### src/rtl/decoder_pkg.sv
// Shared mode encodings and FSM state type for the pipelined select decoder.
package decoder_pkg;

  localparam logic [1:0] MODE_ONEHOT = 2'b00;
  localparam logic [1:0] MODE_THERM  = 2'b01;
  localparam logic [1:0] MODE_SCAN   = 2'b10;
  localparam logic [1:0] MODE_RSVD   = 2'b11;

  typedef enum logic [1:0] {
    IDLE   = 2'd0,
    SINGLE = 2'd1,
    SCAN   = 2'd2
  } state_t;

endpackage

### src/rtl/decode_vec.sv
// Combinational first-beat vector: one-hot/thermometer of sel, bit 0 for scan, zero for reserved.
module decode_vec
  import decoder_pkg::*;
#(
  parameter int IN_W = 3
) (
  input  logic [IN_W-1:0]      sel,
  input  logic [1:0]           mode,
  output logic [2**IN_W-1:0]   vec
);

  localparam int OUT_W = 2**IN_W;

  always_comb begin
    vec = '0;
    case (mode)
      MODE_ONEHOT: vec = OUT_W'(1) << sel;
      MODE_THERM: begin
        for (int i = 0; i < OUT_W; i++) begin
          vec[i] = (i <= int'(sel));
        end
      end
      // A scan always starts its walk at bit 0.
      MODE_SCAN:   vec = OUT_W'(1);
      default:     vec = '0;
    endcase
  end

endmodule

### src/rtl/onehot_decoder_pipe.sv
// Registered N-to-2^N decoder (one-hot / thermometer / scan), 1-cycle latency, valid/ready both sides.
// Define DECODER_ACTLOW_EN to drive out_y active-low (inverted, reset value all ones).
module onehot_decoder_pipe
  import decoder_pkg::*;
#(
  parameter int IN_W = 3
) (
  input  logic                 clk,
  input  logic                 reset,
  input  logic                 in_valid,
  output logic                 in_ready,
  input  logic [IN_W-1:0]      in_sel,
  input  logic [1:0]           in_mode,
  output logic                 out_valid,
  input  logic                 out_ready,
  output logic [2**IN_W-1:0]   out_y,
  output logic                 out_last
);

  localparam int OUT_W = 2**IN_W;

  state_t            state_q, state_d;
  logic [IN_W-1:0]   cnt_q, cnt_d, cnt_inc;
  logic [IN_W-1:0]   tgt_q, tgt_d;
  logic [OUT_W-1:0]  y_q, y_d, first_vec;
  logic              last_q, last_d;
  logic              load;

  decode_vec #(.IN_W(IN_W)) u_decode_vec (
    .sel  (in_sel),
    .mode (in_mode),
    .vec  (first_vec)
  );

  assign out_valid = (state_q != IDLE);
  assign in_ready  = !reset && (!out_valid || (out_ready && last_q));
  assign load      = in_valid && in_ready;
  assign cnt_inc   = cnt_q + IN_W'(1);

  always_comb begin
    state_d = state_q;
    cnt_d   = cnt_q;
    tgt_d   = tgt_q;
    y_d     = y_q;
    last_d  = last_q;
    if (out_valid && out_ready) begin
      if (last_q) begin
        state_d = IDLE;
        y_d     = '0;
        last_d  = 1'b0;
      end else begin
        // Only a scan has non-last beats; walk the set bit one place up.
        cnt_d  = cnt_inc;
        y_d    = y_q << 1;
        last_d = (cnt_inc == tgt_q);
      end
    end
    // A load only happens from IDLE or alongside the final beat, so it overrides.
    if (load) begin
      state_d = (in_mode == MODE_SCAN) ? SCAN : SINGLE;
      cnt_d   = '0;
      tgt_d   = in_sel;
      y_d     = first_vec;
      last_d  = (in_mode != MODE_SCAN) || (in_sel == '0);
    end
  end

  always_ff @(posedge clk) begin
    if (reset) begin
      state_q <= IDLE;
      cnt_q   <= '0;
      tgt_q   <= '0;
      y_q     <= '0;
      last_q  <= 1'b0;
    end else begin
      state_q <= state_d;
      cnt_q   <= cnt_d;
      tgt_q   <= tgt_d;
      y_q     <= y_d;
      last_q  <= last_d;
    end
  end

`ifdef DECODER_ACTLOW_EN
  assign out_y = ~y_q;
`else
  assign out_y = y_q;
`endif
  assign out_last = last_q;

endmodule

### config.mk
export PLATFORM = sky130hd
export DESIGN_NAME = onehot_decoder_pipe
export DESIGN_NICKNAME = d
export VERILOG_FILES = /design/src/rtl/decoder_pkg.sv /design/src/rtl/decode_vec.sv /design/src/rtl/onehot_decoder_pipe.sv
export SDC_FILE = /design/constraint.sdc
export NUM_CORES = 1
export LEC_CHECK = 0
export CAP_MARGIN = 25
export CORE_MARGIN = 2
export CORE_UTILIZATION = 50
export CTS_CLUSTER_DIAMETER = 60
export DETAILED_ROUTE_END_ITERATION = 8
export PLACE_DENSITY_LB_ADDON = 0.25
export SYNTH_ARGS = -nofsm -noshare
export SYNTH_HDL_FRONTEND = slang
export SYNTH_SLANG_ARGS = --single-unit
### constraint.sdc
create_clock -name clk -period 2.7 [get_ports clk]
set_clock_uncertainty 0.15 [all_clocks]
set_input_delay 0.54 -clock clk [delete_from_list [all_inputs] [get_ports clk]]
set_output_delay 0.54 -clock clk [all_outputs]
set_load 0.01 [all_outputs]
Word-level counts from Yosys, hierarchy flattened
Cells that the tools add are included.

Magnitude comparators: 7. Eq/ne operators: 4. Bitwise gates (word level): 1. Mux-type cells: 11. Shift operators: 1. Reductions and logical operators: 16. Add/subtract/negate cells: 1.

Operator list (count): $mux 8 (3); $pmux 8 s3 (1); $le 3x3->1 const A (4); $mux 2 (4); $shl 1x3->8 const A (1); $le 2x3->1 const A (2); $reduce_bool 2->1 (3); $logic_and 1x1->1 (4); $reduce_and 2->1 (2); $add 3x1->3 const B (1); $eq 3x3->1 (1); $le 1x3->1 const A (1); $logic_not 3->1 (1); $mux 1 (3); $eq 2x1->1 const B (1); $eq 2x2->1 const B (1); $logic_not 1->1 (2); $logic_not 2->1 (1); $logic_or 1x1->1 (2); $ne 2x2->1 const B (1); $reduce_or 2->1 (1); $not 1->1 (1).

Output and inout bits: 11. Register bits after elaboration: 17. Bits of input ports: 9. Logic and storage cells: 46.

Depth between registers and ports, before layout
Depth after elaboration: 7. Mapped depth: 6. Mapped depth without buffers: 6.

Cells and area by module
Synthesis repeated with hierarchy kept, for this count alone.

Cell total of the unflattened synthesis: 110. Area, all modules: 950.9 µm².

By module, submodules not included: onehot_decoder_pipe (area each 745.7 µm², times used 1, cells each 80, sequential area each 340.3 µm²); decode_vec (area each 205.2 µm², times used 1, cells each 30, sequential area each 0.0 µm²).

Least setup slack after synthesis
Ideal clock, no wire load.

Path kind: input-to-reg. Start: input out_ready. End: register y_q[3], in the netlist out_y[3]. Cell stages on the path: 4. Arrival time: 1735 ps. Setup time: 88 ps. Path buffers: 0. Setup slack: 727 ps. Data required time: 2462 ps. Cell sequence: a2bb2oi_2 > or3b_4 > or4_4 > a311oi_2.

Cells in the longest elaborated chain, start to end: 5. Elaborated cells between the ends (all ways): 7. Those cells by class: 1 x mux; 6 x reduce/logical.

RTL lines: start: declaration (line onehot_decoder_pipe.sv:15) `input logic out_ready,`; $logic_and 1x1->1 (line onehot_decoder_pipe.sv:36) `assign in_ready = !reset && (!out_valid || (out_ready && last_q));`; $logic_or 1x1->1 (line onehot_decoder_pipe.sv:36); $logic_and 1x1->1 (line onehot_decoder_pipe.sv:36); $logic_and 1x1->1 (line onehot_decoder_pipe.sv:37) `assign load = in_valid && in_ready;`; $mux 8 / $reduce_bool 2->1 (equally long branches); end signal: assignment (line onehot_decoder_pipe.sv:79) `y_q <= y_d;`; end: declaration (line onehot_decoder_pipe.sv:25) `logic [OUT_W-1:0] y_q, y_d, first_vec;`.

Several ways; a longest one is shown, not always the timed one. A chain may end at the register's enable or synchronous reset.

Worst setup path in the final report
Start: input out_ready. End: output in_ready.

Cells in the longest elaborated chain, start to end: 3.

RTL lines: $logic_and 1x1->1 (line onehot_decoder_pipe.sv:36); $logic_or 1x1->1 (line onehot_decoder_pipe.sv:36); $logic_and 1x1->1 (line onehot_decoder_pipe.sv:36); end: declaration (line onehot_decoder_pipe.sv:11) `output logic in_ready,`.

Every way passes these cells.

==> run metrics <==
status=completed; pwr dens=457.8 mW/mm2; Levels on crit path=4; sequential power share=0.499; Unique masters post-synth=36; WS Path Type=input port to output pin; reg2reg path depth=4; CP Data Arrival Time=1810 ps; Post-synth EDFFs=0; TritonCTS buffer count=3; async set-reset flop share out of synthesis=0; Post-Place Worst Slack=46.37 ps; Routed WL per cell=12.72 um; Post-Syn Area=999.7 um2; Syn-to-layout area delta=25.53%; Worst setup SP type=input port; Iter 0 DRT Violations=11; Hold Vio Cnt, Final=0; first drt pass iteration count=4; Max Transition Viols Final=0; DR vias=900; Final ANT Viol Nets=0; Hold Crit Endpoint=out_y[0]$_SDFFE_PP0P_; worst path setup slack after routing=198.9 ps; Post-Syn Instances=115; Final Critical Period=2501 ps; maximum vdd ir drop=193.7 uV; net switching power=169.8 uW; Vias per Instance=5.488; layout cell share with drive strength beyond 1=0.1095; Die Y=a little under 50 um; Internal=404.7 uW; worst r2r src=out_last$_SDFFE_PP0P_; Final setup viols=0; clock power share=0.233; GP Congestion=0.7946; reg-to-reg slack, setup=570 ps; Hold Crit Depth=2; switch share=0.2955; CTS Buffer Depth=2; Hold Path Origin=out_y[0]$_SDFFE_PP0P_; most frequent CP cell=clkdlybuf4s50_1; part of the cycle the worst path needs=0.9263; first-pass GRT wire length=3.525 mm; Comb pwr share=0.268; Post-Syn Area per Cell=8.693 um2; Initial Util=0.5202; clock sink count=17; number of global-route vias before repair=850; CTS H-tree lvls=1; CTS resizes=0; total gr overflow=0; Main synth FF type=dfxtp_1; # diodes=0; RR Endpoint=out_y[3]$_SDFFE_PP0P_; Final HPWL DP=1.650 mm; Setup Buffers After CTS=0; leakage power=0.4764 nW; RSZ-0062 raised after global routing=no; worst-path maximum fanout=4; register bit total from synthesis=17; Post-Route WL=2.086 mm; fmax=roughly 400 MHz; relative slew slack=0.7016; CP max-delay cell=clkdlybuf4s50_1; largest net degree at the start of global routing=12; Syn. warnings=0; critical path's largest stage delay=540 ps; initial antenna violation count=0; HP Class=register to register; Worst Setup End Kind=output pin; die area=0.002373 mm2; Post-route DRC=0; TritonCTS clock tree=yes; Max-cap violations=0; fillers=175; setup TNS=0 ps; Final Net Count=152; root buffer cell=clkbuf_4; io pins=20; All-Layer GR Usage=0.1872; worst-margin pin slew=447.6 ps; die extent in x=48.72 um; sequential share of the synthesized area=0.3404; CTS Hold Buffers Added=0; CP cell instances=clkdlybuf4s50_1 > a2bb2oi_2 > nor2_1 > clkdlybuf4s50_1; worst path bufs/invs=2; clk_lat worst skew=280 ps; Clock Pin Slew Worst Setup and Hold Paths=100 ps; core box area=0.001922 mm2; Syn Nets=~130; CP top delay family=buffers and inverters; PortBufs=19; Rows=16; Required @ worst endpoint=2010 ps
## per-stage QoR
step	util	hold WS (ps)	instances	instance area, um2	power (mW)
5_1_grt	0.6530	363.4	164	1255	0.6060
6_report	0.6530	323.5	164	1255	0.5745
4_1_cts	0.6530	324.0	164	1255	0.5794
3_3_place_gp	0.6387	308.7	160	1227	0.4432
3_5_place_dp	0.6387	311.3	160	1227	0.4468
2_1_floorplan	-	311.1	115	999.7	0.3812
## power by group through the flow
stage,Combinational [mW],Sequential [mW],Clock [mW]
2_1_floorplan,0.0881,0.293,0
3_3_place_gp,0.151,0.292,0
3_5_place_dp,0.154,0.293,0
4_1_cts,0.154,0.287,0.138
5_1_grt,0.169,0.290,0.147
6_report,0.154,0.287,0.134
## tightest hold or removal path: stages (launching register included)
cell and delay (ps):
dfxtp_1 330, nand2_1 50, a21oi_1 50
## worst max-delay path by stage
stage | to | start | slack [ps]
2_1_floorplan | out_y[3]$_SDFFE_PP0P_ | out_ready | 730
6_report | in_ready | out_ready | 200
3_5_place_dp | out_y[3]$_SDFFE_PP0P_ | out_ready | 50
3_3_place_gp | out_y[3]$_SDFFE_PP0P_ | out_ready | 90
5_1_grt | in_ready | out_ready | 170
4_1_cts | in_ready | out_ready | 200
## cell usage after synthesis (3+ instances only)
| master | count | area (um2) |
|---|---|---|
| o21ai_0 | 6 | 30.03 |
| inv_1 | 4 | 15.01 |
| a211oi_1 | 3 | 22.52 |
| dfxtp_1 | 17 | 340.3 |
| ha_1 | 5 | 62.56 |
| nand2b_1 | 4 | 25.02 |
| nor3_1 | 5 | 25.02 |
| a21oi_1 | 11 | 55.05 |
| xnor2_1 | 4 | 35.03 |
| clkbuf_1 | 4 | 15.01 |
| nand3b_1 | 4 | 30.03 |
| nand2_1 | 5 | 18.77 |
| nor2_1 | 13 | 48.80 |
## logic make-up after synthesis
| group | after synthesis | synth area share |
|---|---|---|
| AO/OA/AOI/OAI | 30 | 0.2153 |
| flip-flops | 17 | 0.3404 |
| AND/OR/NAND/NOR | 45 | 0.2591 |
| XOR/XNOR | 6 | 0.05257 |
| multiplexers | 2 | 0.02128 |
| adder cells (fa/ha/maj) | 5 | 0.06258 |
| buffers and inverters | 10 | 0.04880 |
## final cells by class
type	count	area [um2]	share of cell area
Multi-Input combinational cell	88	610.6	0.4865
Sequential cell	17	340.3	0.2712
Timing Repair Buffer	24	227.7	0.1815
Tap cell	27	33.78	0.02692
Clock buffer	3	22.52	0.01795
Inverter	4	15.01	0.01196
Clock inverter	1	5.005	0.003988
## layer usage
metal / up-vias / routed length (um) / GRT usage
li1: 462 / - / -
met1: 414 / 987 / 0.2257
met2: 22 / 998 / 0.3242
met3: 2 / 80 / 0.03086
met4: 0 / 19 / 0.08571
met5: - / 0 / 0
## layout by cell type, fill, tap and decap left out, drive strengths merged
| cell type | instances |
|---|---|
| a211oi | 3 |
| a21oi | 11 |
| a221oi | 1 |
| a22oi | 2 |
| a2bb2oi | 2 |
| a311oi | 3 |
| buf | 5 |
| clkbuf | 3 |
| clkdlybuf4s50 | 19 |
| clkinv | 1 |
| dfxtp | 17 |
| ha | 5 |
| inv | 4 |
| mux2 | 1 |
| mux2i | 1 |
| nand2 | 5 |
| nand2b | 4 |
| nand3b | 4 |
| nand4 | 1 |
| nor2 | 13 |
| nor2b | 2 |
| nor3 | 5 |
| nor3b | 3 |
| nor4b | 1 |
| o2111a | 1 |
| o211a | 1 |
| o21ai | 6 |
| or2 | 1 |
| or3 | 2 |
| or3b | 1 |
| or4 | 3 |
| xnor2 | 4 |
| xor2 | 2 |
## sequential cells by signal, indices dropped and copies added, names as in the netlist
signal    flops
cnt_q         3
out_last      1
out_y         8
state_q       2
tgt_q         3
(Power assumes the default switching activity.)
